<file path="config.mk">
export PLATFORM = sky130hd
export DESIGN_NAME = parking_gate_ctrl
export DESIGN_NICKNAME = d
export VERILOG_FILES = /design/src/rtl/parking_gate_ctrl_pkg.sv /design/src/rtl/parking_gate_ctrl_gate_fsm.sv /design/src/rtl/parking_gate_ctrl.sv
export SDC_FILE = /design/constraint.sdc
export NUM_CORES = 1
export LEC_CHECK = 0
export CORE_MARGIN = 5
export CORE_UTILIZATION = 60
export DETAILED_ROUTE_END_ITERATION = 12
export PLACE_DENSITY = 0.9
export SLEW_MARGIN = 10
export SYNTH_ARGS = -nofsm -noshare
export SYNTH_HDL_FRONTEND = slang
export SYNTH_SLANG_ARGS = --single-unit
</file>
<file path="constraint.sdc">
create_clock -name clk -period 5.4 [get_ports clk]
set_input_delay 1.08 -clock clk [delete_from_list [all_inputs] [get_ports clk]]
set_output_delay 1.08 -clock clk [all_outputs]
set_load 0.02 [all_outputs]
</file>
<file path="src/rtl/parking_gate_ctrl_pkg.sv">
// Shared definitions for the parking gate controller: gate FSM state
// encoding and the default filter/hold timing constants.
package parking_gate_ctrl_pkg;

   // Default number of consecutive equal synchronized samples before the
   // filtered sensor value is allowed to change.
   localparam int DEFAULT_DEBOUNCE = 4;

   // Default number of cycles a gate stays up after the car has cleared.
   localparam int DEFAULT_HOLD = 8;

   // Gate lifecycle: waiting, barrier up with car present, one-cycle
   // passage acknowledge, barrier still up while the hold timer runs.
   typedef enum logic [1:0] {
      ST_IDLE = 2'd0,
      ST_OPEN = 2'd1,
      ST_PASS = 2'd2,
      ST_HOLD = 2'd3
   } gate_state_e;

endpackage : parking_gate_ctrl_pkg

</file>
<file path="src/rtl/parking_gate_ctrl_gate_fsm.sv">
// One lane of the parking gate: raw sensor synchronizer, debounce filter,
// gate state machine and saturating hold timer. Used for both lanes.
module gate_fsm
   import parking_gate_ctrl_pkg::*;
#(
   parameter int DEBOUNCE = DEFAULT_DEBOUNCE,
   parameter int HOLD     = DEFAULT_HOLD
) (
   input  logic clk,
   input  logic reset,
   input  logic sensor,
   input  logic permit,
   output logic gate_open,
   output logic pass,
   output logic idle,
   output logic filtered
);

   localparam int DB_W   = $clog2(DEBOUNCE) + 1;
   localparam int HOLD_W = $clog2(HOLD + 1);

   logic              sync1;
   logic              sync2;
   logic [DB_W-1:0]   db_cnt;
   logic [HOLD_W-1:0] hold_cnt;
   gate_state_e       state;

   assign idle = (state == ST_IDLE);

   // Two-flop synchronizer bringing the asynchronous sensor into clk.
   // NOTE: sequential state uses non-blocking assignments so every flop
   // samples the pre-edge value of its neighbours, giving a true pipeline.
   always_ff @(posedge clk) begin
      if (reset) begin
         sync1 <= 1'b0;
         sync2 <= 1'b0;
      end else begin
         sync1 <= sensor;
         sync2 <= sync1;
      end
   end

   // Debounce: flip the filtered value only after DEBOUNCE consecutive
   // synchronized samples disagree with it; any agreeing sample restarts.
   always_ff @(posedge clk) begin
      if (reset) begin
         filtered <= 1'b0;
         db_cnt   <= '0;
      end else if (sync2 == filtered) begin
         db_cnt <= '0;
      end else if (db_cnt == DB_W'(DEBOUNCE - 1)) begin
         filtered <= sync2;
         db_cnt   <= '0;
      end else begin
         db_cnt <= db_cnt + DB_W'(1);
      end
   end

   // Gate state machine with registered gate_open / pass outputs and the
   // hold timer; permit is only consulted when deciding to raise the gate.
   always_ff @(posedge clk) begin
      if (reset) begin
         state     <= ST_IDLE;
         gate_open <= 1'b0;
         pass      <= 1'b0;
         hold_cnt  <= '0;
      end else begin
         pass <= 1'b0;
         unique case (state)
            ST_IDLE: begin
               if (filtered && permit) begin
                  state     <= ST_OPEN;
                  gate_open <= 1'b1;
               end
            end
            ST_OPEN: begin
               if (!filtered) begin
                  state <= ST_PASS;
                  pass  <= 1'b1;
               end
            end
            ST_PASS: begin
               state    <= ST_HOLD;
               hold_cnt <= '0;
            end
            ST_HOLD: begin
               if (filtered) begin
                  // A following car keeps the barrier up only if still allowed.
                  if (permit) begin
                     state <= ST_OPEN;
                  end else begin
                     state     <= ST_IDLE;
                     gate_open <= 1'b0;
                  end
               end else if (hold_cnt == HOLD_W'(HOLD - 1)) begin
                  state     <= ST_IDLE;
                  gate_open <= 1'b0;
               end else if (hold_cnt != HOLD_W'(HOLD)) begin
                  hold_cnt <= hold_cnt + HOLD_W'(1);
               end
            end
            default: begin
               state     <= ST_IDLE;
               gate_open <= 1'b0;
            end
         endcase
      end
   end

endmodule : gate_fsm

</file>
<file path="src/rtl/parking_gate_ctrl.sv">
// Parking gate controller top: two lane FSMs, occupancy permits, car
// in/out pulse arbitration, full rejection and exit fault reporting.
module parking_gate_ctrl
   import parking_gate_ctrl_pkg::*;
#(
   parameter int DEBOUNCE = DEFAULT_DEBOUNCE,
   parameter int HOLD     = DEFAULT_HOLD
) (
   input  logic clk,
   input  logic reset,
   input  logic entry_sensor,
   input  logic exit_sensor,
   input  logic full,
   input  logic empty,
   output logic car_in,
   output logic car_out,
   output logic entry_gate_open,
   output logic exit_gate_open,
   output logic full_reject,
   output logic exit_fault
);

   logic entry_permit;
   logic exit_permit;
   logic entry_pass;
   logic exit_pass;
   logic entry_idle;
   logic exit_idle;
   logic entry_filtered;
   logic exit_filtered;
   logic out_pending;

   assign entry_permit = ~full;
   assign exit_permit  = ~empty;

   gate_fsm #(
      .DEBOUNCE (DEBOUNCE),
      .HOLD     (HOLD)
   ) u_entry (
      .clk       (clk),
      .reset     (reset),
      .sensor    (entry_sensor),
      .permit    (entry_permit),
      .gate_open (entry_gate_open),
      .pass      (entry_pass),
      .idle      (entry_idle),
      .filtered  (entry_filtered)
   );

   gate_fsm #(
      .DEBOUNCE (DEBOUNCE),
      .HOLD     (HOLD)
   ) u_exit (
      .clk       (clk),
      .reset     (reset),
      .sensor    (exit_sensor),
      .permit    (exit_permit),
      .gate_open (exit_gate_open),
      .pass      (exit_pass),
      .idle      (exit_idle),
      .filtered  (exit_filtered)
   );

   // A car waiting at a closed entry gate because the lot is full.
   assign full_reject = entry_idle & entry_filtered & full;

   // Pulse arbitration: car_in wins a collision, car_out is deferred one
   // cycle through out_pending so the counter never sees both at once.
   always_ff @(posedge clk) begin
      if (reset) begin
         car_in      <= 1'b0;
         car_out     <= 1'b0;
         out_pending <= 1'b0;
      end else begin
         car_in <= entry_pass;
         if (entry_pass) begin
            car_out     <= 1'b0;
            out_pending <= exit_pass | out_pending;
         end else begin
            car_out     <= exit_pass | out_pending;
            out_pending <= 1'b0;
         end
      end
   end

   // Sticky flag: a car presented at the exit while the lot reads empty.
   always_ff @(posedge clk) begin
      if (reset) begin
         exit_fault <= 1'b0;
      end else if (exit_idle && exit_filtered && empty) begin
         exit_fault <= 1'b1;
      end
   end

endmodule : parking_gate_ctrl

</file>
==> metrics.txt, run 1 <==
status completed; layout cells sized above 1 ~6.1%; antenna violations before repair 0; Simple-Gate Fraction of Synth Area 22.17%; crit-path max FO 3; PD cells ~250 nW/um2; most frequent cells in the layout 32 x dfxtp_1, 20 x ha_1, 16 x nor2_1; endpoint type of the worst setup path primary output; setup violators final 0; Residual DRC 0; syn_nets approximately 210; Synth Area in Adders ~15%; max-slew violation count 0; Fin Setup TNS 0 ns; Overall Power roughly 460 uW; first-pass GRT wire length approximately 5100 um; relative slew slack roughly two thirds; postcts setup bufs 0; Reg2Reg Depth 6; Die Ht 62.05 um; cell taking the most area after synthesis dfxtp_1; DIE AREA roughly 3800 um2; Pre-antenna DRT Iters 4; H-tree depth 2; Post-CTS Hold Buffers 0; gr usage total 18.25%; Compound-Gate Fraction of Synth Area 16.32%; CTS Buffer Depth 2; cell area after synthesis approximately 1600 um2; total vias in the final route around 1300; clk sinks 32; crit start category input port; critical path class in2out; commonest non-fill, non-tap cell in the layout dfxtp_1; Cells after Synth between 150 and 200; DP HPWL 2153 um; static leakage around 0.0007 uW; Final Critical Period 3.407 ns; vias in the first global route about 1300; required time worst endpoint around 4.3 ns; final wirelength slightly below 3000 um; class of the worst hold path reg2reg; Max Fclk between 200 and 300 MHz; CTS tree yes; post-CTS sizing 0; Placer Congestion between 0.8 and 0.9; Max Cap Viol 0; core area ~2500 um2; IO Count 12; row count 18; root buf cell clkbuf_4; Worst Tran Pin Value 0.5225 ns; Avg WL per Cell around 13 um; Hold Path Depth 1; top post-synthesis cells by area dfxtp_1 39%, ha_1 15%, a21oi_1 4.6%; sequential fraction of the synthesis area roughly 39%; Inserted Diodes 0; final core occ a little under three quarters; clock transition at the registers of the reported paths roughly 0.09 ns; syn avg cell area around 9 um2; RSZ-0062 raised after global routing false; Final period util between 60% and 70%; Max VDD drop roughly 0.00025 V; Hold Violations, Final 0; synth-to-layout area growth 12.01%; Critical Path AT 2.33 ns; synthesis-stage register bit count 32; clk_skew 0.004455 ns; Detail Route Antenna Nets 0; Die X around 62 um; TritonCTS buffer count 5; DR iter-0 viols 38; worst skew pair latency between 0.3 and 0.4 ns; Port Buffers 11; nets around 220; Yosys Warn Count 0; main combinational cell family by area after synthesis simple AND/OR/NAND/NOR gates; mux cell area share after synthesis around 1.2%; Post-Synth XOR/XNOR Area around 1.1%; Netlist cell types 39; Yosys top cell area share 39.41%; largest net degree at the start of global routing 30; Starting Density between 60% and 70%; DR vias/cell roughly 5.7; GR Overflow Total 0
-- flip-flops by register name, summed over array words and instances, names as in the netlist --
signal	flops
u_entry.hold_cnt	4
u_exit.hold_cnt	4
u_entry.db_cnt	3
u_exit.db_cnt	3
u_entry.state	2
u_exit.state	2
car_in	1
car_out	1
exit_fault	1
out_pending	1
u_entry.filtered	1
u_entry.gate_open	1
u_entry.pass	1
u_entry.sync1	1
u_entry.sync2	1
u_exit.filtered	1
u_exit.gate_open	1
u_exit.pass	1
u_exit.sync1	1
u_exit.sync2	1
-- routing by layer --
layer  global-route usage, %  vias to the layer above  wire length (um)
li1                        -                      665                 -
met1                   20.48                      601              1241
met2                   32.25                       16              1505
met3                   4.339                        5                95
met4                   8.485                        0                41
met5                       0                        -                 0
-- critical path: stages --
cell and delay, ns:
clkdlybuf4s50_1 0.50, and3_1 0.15, clkdlybuf4s50_1 0.60
-- through the flow --
stage | cells | area (um2) | hold WS [ns] | worst slack, ns
after detailed placement | 218 | 1762 | 0.4208 | 1.992
final | 226 | 1821 | 0.4296 | 1.993
after global routing | 226 | 1821 | 0.4577 | 1.939
after floorplan | 181 | 1625 | 0.3928 | 2.994
after CTS | 226 | 1821 | 0.4343 | 1.996
after global placement | 218 | 1762 | 0.4071 | 2.006
-- final cells by class --
cell class,instances,area [um2]
Tap cell,30,37.54
Sequential cell,32,640.6
Timing Repair Buffer,12,117.6
Clock buffer,8,58.81
Multi-Input combinational cell,130,913.4
Inverter,14,52.55
Fill cell,191,724.4
-- report_power, final --
group | internal, uW | total [uW] | leakage, uW | switching, uW
logic | 32.4 | 66.0 | 0.000401 | 33.6
clock network | 64.2 | 137 | 0.0000326 | 73.0
registers | 245 | 252 | 0.000259 | 6.80
total | 342 | 455 | 0.000693 | 113
-- worst paths after layout --
kind                        from             endpoint  slack [ns]
max                         full          full_reject        1.99
min            u_entry.db_cnt[0]    u_entry.db_cnt[0]        0.43
max reg2reg  u_entry.hold_cnt[0]  u_entry.hold_cnt[3]        3.41
min reg2reg    u_entry.db_cnt[0]    u_entry.db_cnt[0]        0.43
-- synthesized netlist by cell type, drive strengths merged --
cell type / number
and4b: 2
inv: 14
o2111ai: 1
nand2: 4
a31o: 1
a211o: 3
and2: 4
a21boi: 1
nand3b: 2
ha: 20
and3b: 1
o211ai: 1
or4: 1
xnor2: 2
nor3: 3
a21oi: 15
o21ai: 7
o21a: 1
o32ai: 1
a31oi: 1
mux2i: 2
nand4: 1
a2bb2o: 1
a21bo: 1
dfxtp: 32
clkbuf: 5
nor2b: 9
nand3: 9
a211oi: 4
or3: 3
or2: 1
nand2b: 5
o31ai: 1
nor2: 16
a21o: 1
a221oi: 1
and3: 2
nor3b: 2
-- cells by family after synthesis --
family,after synthesis
flip-flops,32
adder cells (fa/ha/maj),20
AO/OA/AOI/OAI,41
XOR/XNOR,2
AND/OR/NAND/NOR,65
buffers and inverters,19
multiplexers,2
No activity file was read; power rests on OpenSTA's default activity.
==> inputs of run 2 (changes only) <==
--- a/config.mk
+++ b/config.mk
@@ -6,9 +6,9 @@
 export NUM_CORES = 1
 export LEC_CHECK = 0
 export CORE_MARGIN = 5
-export CORE_UTILIZATION = 60
+export CORE_UTILIZATION = 57
 export DETAILED_ROUTE_END_ITERATION = 12
-export PLACE_DENSITY = 0.9
+export PLACE_DENSITY = 0.87
 export SLEW_MARGIN = 10
 export SYNTH_ARGS = -nofsm -noshare
 export SYNTH_HDL_FRONTEND = slang
==> constraint.sdc (replaced) <==
create_clock -name clk -period 3.3 [get_ports clk]
set_input_delay 0.66 -clock clk [delete_from_list [all_inputs] [get_ports clk]]
set_output_delay 0.66 -clock clk [all_outputs]
set_load 0.02 [all_outputs]
==> run 2 against run 1 <==
Clock power grew 110%. Cell area grew 1.0%. Core utilization fell by 4.3 points. Sequential cell count did not move. Wire length is 2.2% higher. Sequential share of layout area down 0.36 points. Count of clock-buffer cells in the layout fell by 2. Setup slack lost 1.3 ns. Clock skew increased by 0.0046 ns. Register-to-register slack lost 2.1 ns. Via count fell by 0.85%. Non-clock buffer count is the same. Critical path type unchanged.
==> metrics.txt, run 2 (same netlist as run 1, synthesis figures left out) <==
Final Critical Period 2.570 ns; Avg WL per Cell 12.99 um (+1.8%); TritonCTS buffer count 5 (unchanged); Fin Setup TNS 0 ns (unchanged); Pre-antenna DRT Iters 4 (unchanged); gr usage total 16.61% (-1.6 points); critical path depth 3 (unchanged); status completed; Final period util 77.88%; final wirelength 2948 um (+2.2%); crit-path max FO 3 (unchanged); IO Count 12 (unchanged); Worst Tran Pin Value 0.7852 ns (+0.2627 ns); total vias in the final route 1276 (-0.85%); Critical Path AT 1.91 ns (-0.42 ns); Placer Congestion 0.8728 (+7.0%); relative slew slack 47.49% (-17 points); PD cells 443.6 nW/um2 (+77%); GR Overflow Total 0 (unchanged); Die Ht 63.40 um (+2.2%); most frequent cells in the layout 32 x dfxtp_1, 20 x ha_1, 16 x nor2_1; CP max-delay cell clkdlybuf4s50_1; metal3 WL 126 um (+33%); slowest cell delay on critical path 0.60 ns (about the same); nets 221 (unchanged); Hold Violations, Final 0 (unchanged); metal2 WL 1478 um (-1.8%); antenna violations before repair 0 (unchanged); post-CTS sizing 0 (unchanged); H-tree depth 2 (unchanged); DR vias/cell 5.621 (-1.3%); RSZ-0062 raised after global routing false; crit start category input port; Detail Route Antenna Nets 0 (unchanged); largest net degree at the start of global routing 24 (-20%); Starting Density 59.45% (-4.4 points); M1 WL 1283 um (+3.4%); row count 19 (+1); first-pass GRT wire length 5285 um (+2.7%); hold_ws 0.4255 ns (-0.004132 ns); Residual DRC 0 (unchanged); vias in the first global route 1341 (+7.1%); Max Cap Viol 0 (unchanged); Critical Path, Cell by Cell clkdlybuf4s50_1 > and3_1 > clkdlybuf4s50_1; Max VDD drop 0.0003369 V (+37%); layout cells sized above 1 6.633% (+0.51 points); Max Fclk a little under 400 MHz; Highest Signal Layer met4; Inserted Diodes 0 (unchanged); worst skew pair latency 0.34 ns (+0.02 ns); core area 2734 um2 (+7.4%); max-slew violation count 0 (unchanged); clk sinks 32 (unchanged); synth-to-layout area growth 13.16%; Post-CTS Hold Buffers 0 (unchanged); CP top delay family buffers and inverters; endpoint type of the worst setup path primary output; CTS Buffer Depth 2 (unchanged); Largest regs u_entry.hold_cnt x4, u_exit.hold_cnt x4; most used cell, CP clkdlybuf4s50_1; crit path buf inv count 2 (unchanged); Hold Path Depth 1 (unchanged); required time worst endpoint 2.64 ns (-1.68 ns); clock transition at the registers of the reported paths 0.10 ns (about the same); DIE AREA 4020 um2 (+4.4%); commonest non-fill, non-tap cell in the layout dfxtp_1; clk_skew 0.009024 ns (+0.004569 ns); setup violators final 0 (unchanged); DP HPWL 2166 um (+0.58%); root buf cell clkbuf_4; static leakage 0.0007023 uW (+1.4%); fill count 223 (+17%); critical path class in2out; class of the worst hold path reg2reg; Die X 63.40 um (+2.2%); postcts setup bufs 0 (unchanged); Port Buffers 11 (unchanged); Reg2Reg Depth 6 (unchanged); CTS tree yes; DR iter-0 viols 39 (+2.6%)
-- run 2: area by class of cell --
class                           count  area, um2  share of cell area, %
Multi-Input combinational cell    130      913.4                  49.66
Sequential cell                    32      640.6                  34.83
Timing Repair Buffer               12      117.6                  6.395
Inverter                           14      52.55                  2.857
Clock buffer                        6      41.29                  2.245
Tap cell                           31      38.79                  2.109
Clock inverter                      2      35.03                  1.905
-- run 2: path summary, 6_finish.rpt --
kind,end,slack (ns),from
worst max-delay path,full_reject,0.73,full
worst min register to register,car_out,0.43,u_entry.pass
worst min-delay path,car_out,0.43,u_entry.pass
worst max register to register,u_entry.hold_cnt[3],1.35,u_entry.hold_cnt[0]
-- run 2: where the power goes --
group | internal [uW] | switching (uW)
Combinational | 53.0 | 55.4
Clock | 159 | 136
Sequential | 402 | 11.5
-- run 2: worst reg2reg max path, delay by kind of cell (launching register included) --
| family | cells | cell delay (ns) |
|---|---|---|
| DFF | 1 | 0.41 |
| buffers and inverters | 1 | 0.07 |
| adders and majority gates | 1 | 0.19 |
| and+or+nand+nor | 2 | 0.74 |
| AOI/OAI and AO/OA | 2 | 0.49 |
-- run 2: stage by stage --
step / std cells / area (um2) / util, % / total power [uW] / setup WS, ns
6_report: 227 / 1839 / 67.28 / 816.0 / 0.7298
4_1_cts: 227 / 1839 / 67.28 / 828.4 / 0.7237
5_1_grt: 227 / 1839 / 67.28 / 864.0 / 0.6846
3_5_place_dp: 219 / 1763 / 64.49 / 531.9 / 0.7350
2_1_floorplan: 181 / 1625 / - / 495.1 / 1.526
3_3_place_gp: 219 / 1763 / 64.49 / 523.8 / 0.7356
-- run 2: routing by layer --
layer,vias to the layer above,track usage (%)
met5,-,0
met4,0,10.13
met3,5,6.927
met2,23,27.66
met1,589,17.09
li1,659,-
==> inputs of run 3 (changes only) <==
--- a/config.mk
+++ b/config.mk
@@ -6,9 +6,9 @@
 export NUM_CORES = 1
 export LEC_CHECK = 0
 export CORE_MARGIN = 5
-export CORE_UTILIZATION = 57
+export CORE_UTILIZATION = 51
 export DETAILED_ROUTE_END_ITERATION = 12
-export PLACE_DENSITY = 0.87
+export PLACE_DENSITY = 0.83
 export SLEW_MARGIN = 10
 export SYNTH_ARGS = -nofsm -noshare
 export SYNTH_HDL_FRONTEND = slang
==> constraint.sdc (replaced) <==
create_clock -name clk -period 2.1 [get_ports clk]
set_input_delay 0.42 -clock clk [delete_from_list [all_inputs] [get_ports clk]]
set_output_delay 0.42 -clock clk [all_outputs]
set_load 0.02 [all_outputs]
==> run 3 against run 2 <==
Highest routed layer unchanged. Cell area grew 3.2%. Setup slack worse by 0.60 ns. Clock power up 78%. Critical endpoint unchanged. Largest power group unchanged. Hold slack worse by 0.0051 ns.
==> metrics.txt, run 3 (same netlist as run 1, synthesis figures left out) <==
clock share of power 38.8% (+2.7 points); Largest regs u_entry.hold_cnt x4, u_exit.hold_cnt x4; Residual DRC 0 (unchanged); relative slew slack 62.60% (+15 points); FF-to-FF setup slack 0.17 ns (-1.18 ns); Int Power 1033 uW (+68%); status completed; Die X 66.45 um (+4.8%); endpoint type of the worst setup path primary output; synth-to-layout area growth 16.78%; Port Buffers 11 (unchanged); largest net degree at the start of global routing 15 (-38%); required time worst endpoint 1.68 ns (-0.96 ns); CTS Buffer Depth 2 (unchanged); DR vias/cell 5.424 (-3.5%); Max VDD drop 0.0004246 V (+26%); most frequent cells in the layout 30 x dfxtp_1, 20 x ha_1, 16 x nor2_1; final core occ 62.17% (-5.1 points); max-slew violation count 0 (unchanged); Placer Congestion 0.8065 (-7.6%); final wirelength 3104 um (+5.3%); DIE AREA 4416 um2 (+9.9%); TritonCTS buffer count 5 (unchanged); vias in the first global route 1281 (-4.5%); clk_skew 0.01029 ns (+0.001268 ns); Hold Path Depth 1 (unchanged); setup violators final 0 (unchanged); Starting Density 53.24% (-6.2 points); beginning of the worst hold path u_exit.db_cnt[0]; CTS tree yes; Avg WL per Cell 12.77 um (-1.6%); Final Critical Period approximately 2.0 ns; layout cells sized above 1 9.548% (+2.9 points); nets 224 (+1.4%); root buf cell clkbuf_4; placed insts 235 (+7.3%); clock transition at the registers of the reported paths 0.10 ns (about the same); gr usage total 15.92% (-0.69 points); Inserted Diodes 0 (unchanged); Die Ht 66.45 um (+4.8%); H-tree depth 2 (unchanged); Reg2Reg Depth 6 (unchanged); first-pass GRT wire length 5485 um (+3.8%); Critical Path AT 1.55 ns (-0.36 ns); clk sinks 32 (unchanged); class of the worst hold path reg2reg; FF-to-FF End u_entry.hold_cnt[3]; crit start category register; fin cells 243 (+7.0%); Switching Power 312.5 uW (+54%); DP HPWL 2341 um (+8.1%); crit-path max FO 5 (+2); multi-input logic area 913.4 um2 (unchanged); DR iter-0 viols 76 (+95%); Worst Tran Pin Value 0.5577 ns (-0.2275 ns); Hold Path End u_exit.db_cnt[0]; sequential share of power 48.2% (-2.4 points); worst skew pair latency 0.33 ns (about the same); Pre-antenna DRT Iters 4 (unchanged); combinational share of power 13.0% (-0.3 points); GR Overflow Total 0 (unchanged); Register Area 643.1 um2 (+0.39%); critical path class reg2out; Final period util 93.71%; IO Count 12 (unchanged); antenna violations before repair 0 (unchanged); total vias in the final route 1318 (+3.3%); FF-to-FF Start u_entry.hold_cnt[0]; Net Sw Frac 23.23% (-1.6 points); Max Cap Viol 0 (unchanged); fill count 268 (+20%); RSZ-0062 raised after global routing false; static leakage 0.0007325 uW (+4.3%); Max Fclk roughly 500 MHz; row count 20 (+1); core area 3053 um2 (+12%); commonest non-fill, non-tap cell in the layout dfxtp_1; Hold Violations, Final 0 (unchanged); PD cells 708.8 nW/um2 (+60%); Fin Setup TNS 0 ns (unchanged); Detail Route Antenna Nets 0 (unchanged)
run 3: worst max-delay path by stage:
| stage | from | end | slack [ns] |
|---|---|---|---|
| floorplan | u_entry.hold_cnt[0] | u_entry.hold_cnt[3] | 0.33 |
| global placement | full | full_reject | 0.02 |
| detailed placement | full | full_reject | 0.02 |
| CTS | u_entry.state[0] | full_reject | 0.08 |
| global route | u_entry.state[0] | full_reject | 0.01 |
| finish | u_entry.state[0] | full_reject | 0.13 |
run 3: metal layers:
metal	track usage (%)	vias to the layer above	part of all wire [%]
li1	-	671	-
met4	7.360	0	2.2
met5	0	-	0
met1	18.10	612	44
met3	4.890	8	4.7
met2	27.01	27	49
run 3: timing repair:
item,CTS,global route
endpoints found under the setup margin,1,1
gates resized for setup,1,2
buffers inserted,0,0
endpoints found under the hold margin,0,0
hold buffers,0,0
run 3: worst max-delay path, cell delays in order, from the launching register on:
cell	delay (ns)
dfxtp_2	0.37
inv_1	0.11
ha_1	0.24
and3_1	0.19
dlygate4sd2_1	0.31
run 3: metrics by stage:
stage	instance area [um2]	setup slack, ns	hold WS [ns]	power, uW
2_1_floorplan	1625	0.3256	0.3928	778.0
3_3_place_gp	1802	0.02284	0.4012	827.4
3_5_place_dp	1802	0.01565	0.4072	838.9
4_1_cts	1896	0.08134	0.4262	1363
5_1_grt	1898	0.01079	0.4423	1412
6_report	1898	0.1321	0.4203	1345
run 3: final cells by class:
type / count / share of cell area (%)
Multi-Input combinational cell: 130 / 48.12
Sequential cell: 32 / 33.88
Timing Repair Buffer: 15 / 7.317
Clock buffer: 7 / 3.428
Tap cell: 44 / 2.900
Inverter: 14 / 2.769
Clock inverter: 1 / 1.582
run 3: power groups by stage:
stage | clock network, uW | registers, uW | logic (uW)
floorplan | 0 | 670 | 108
global placement | 0 | 661 | 166
detailed placement | 0 | 663 | 176
CTS | 537 | 649 | 176
global route | 568 | 652 | 192
finish | 522 | 649 | 175
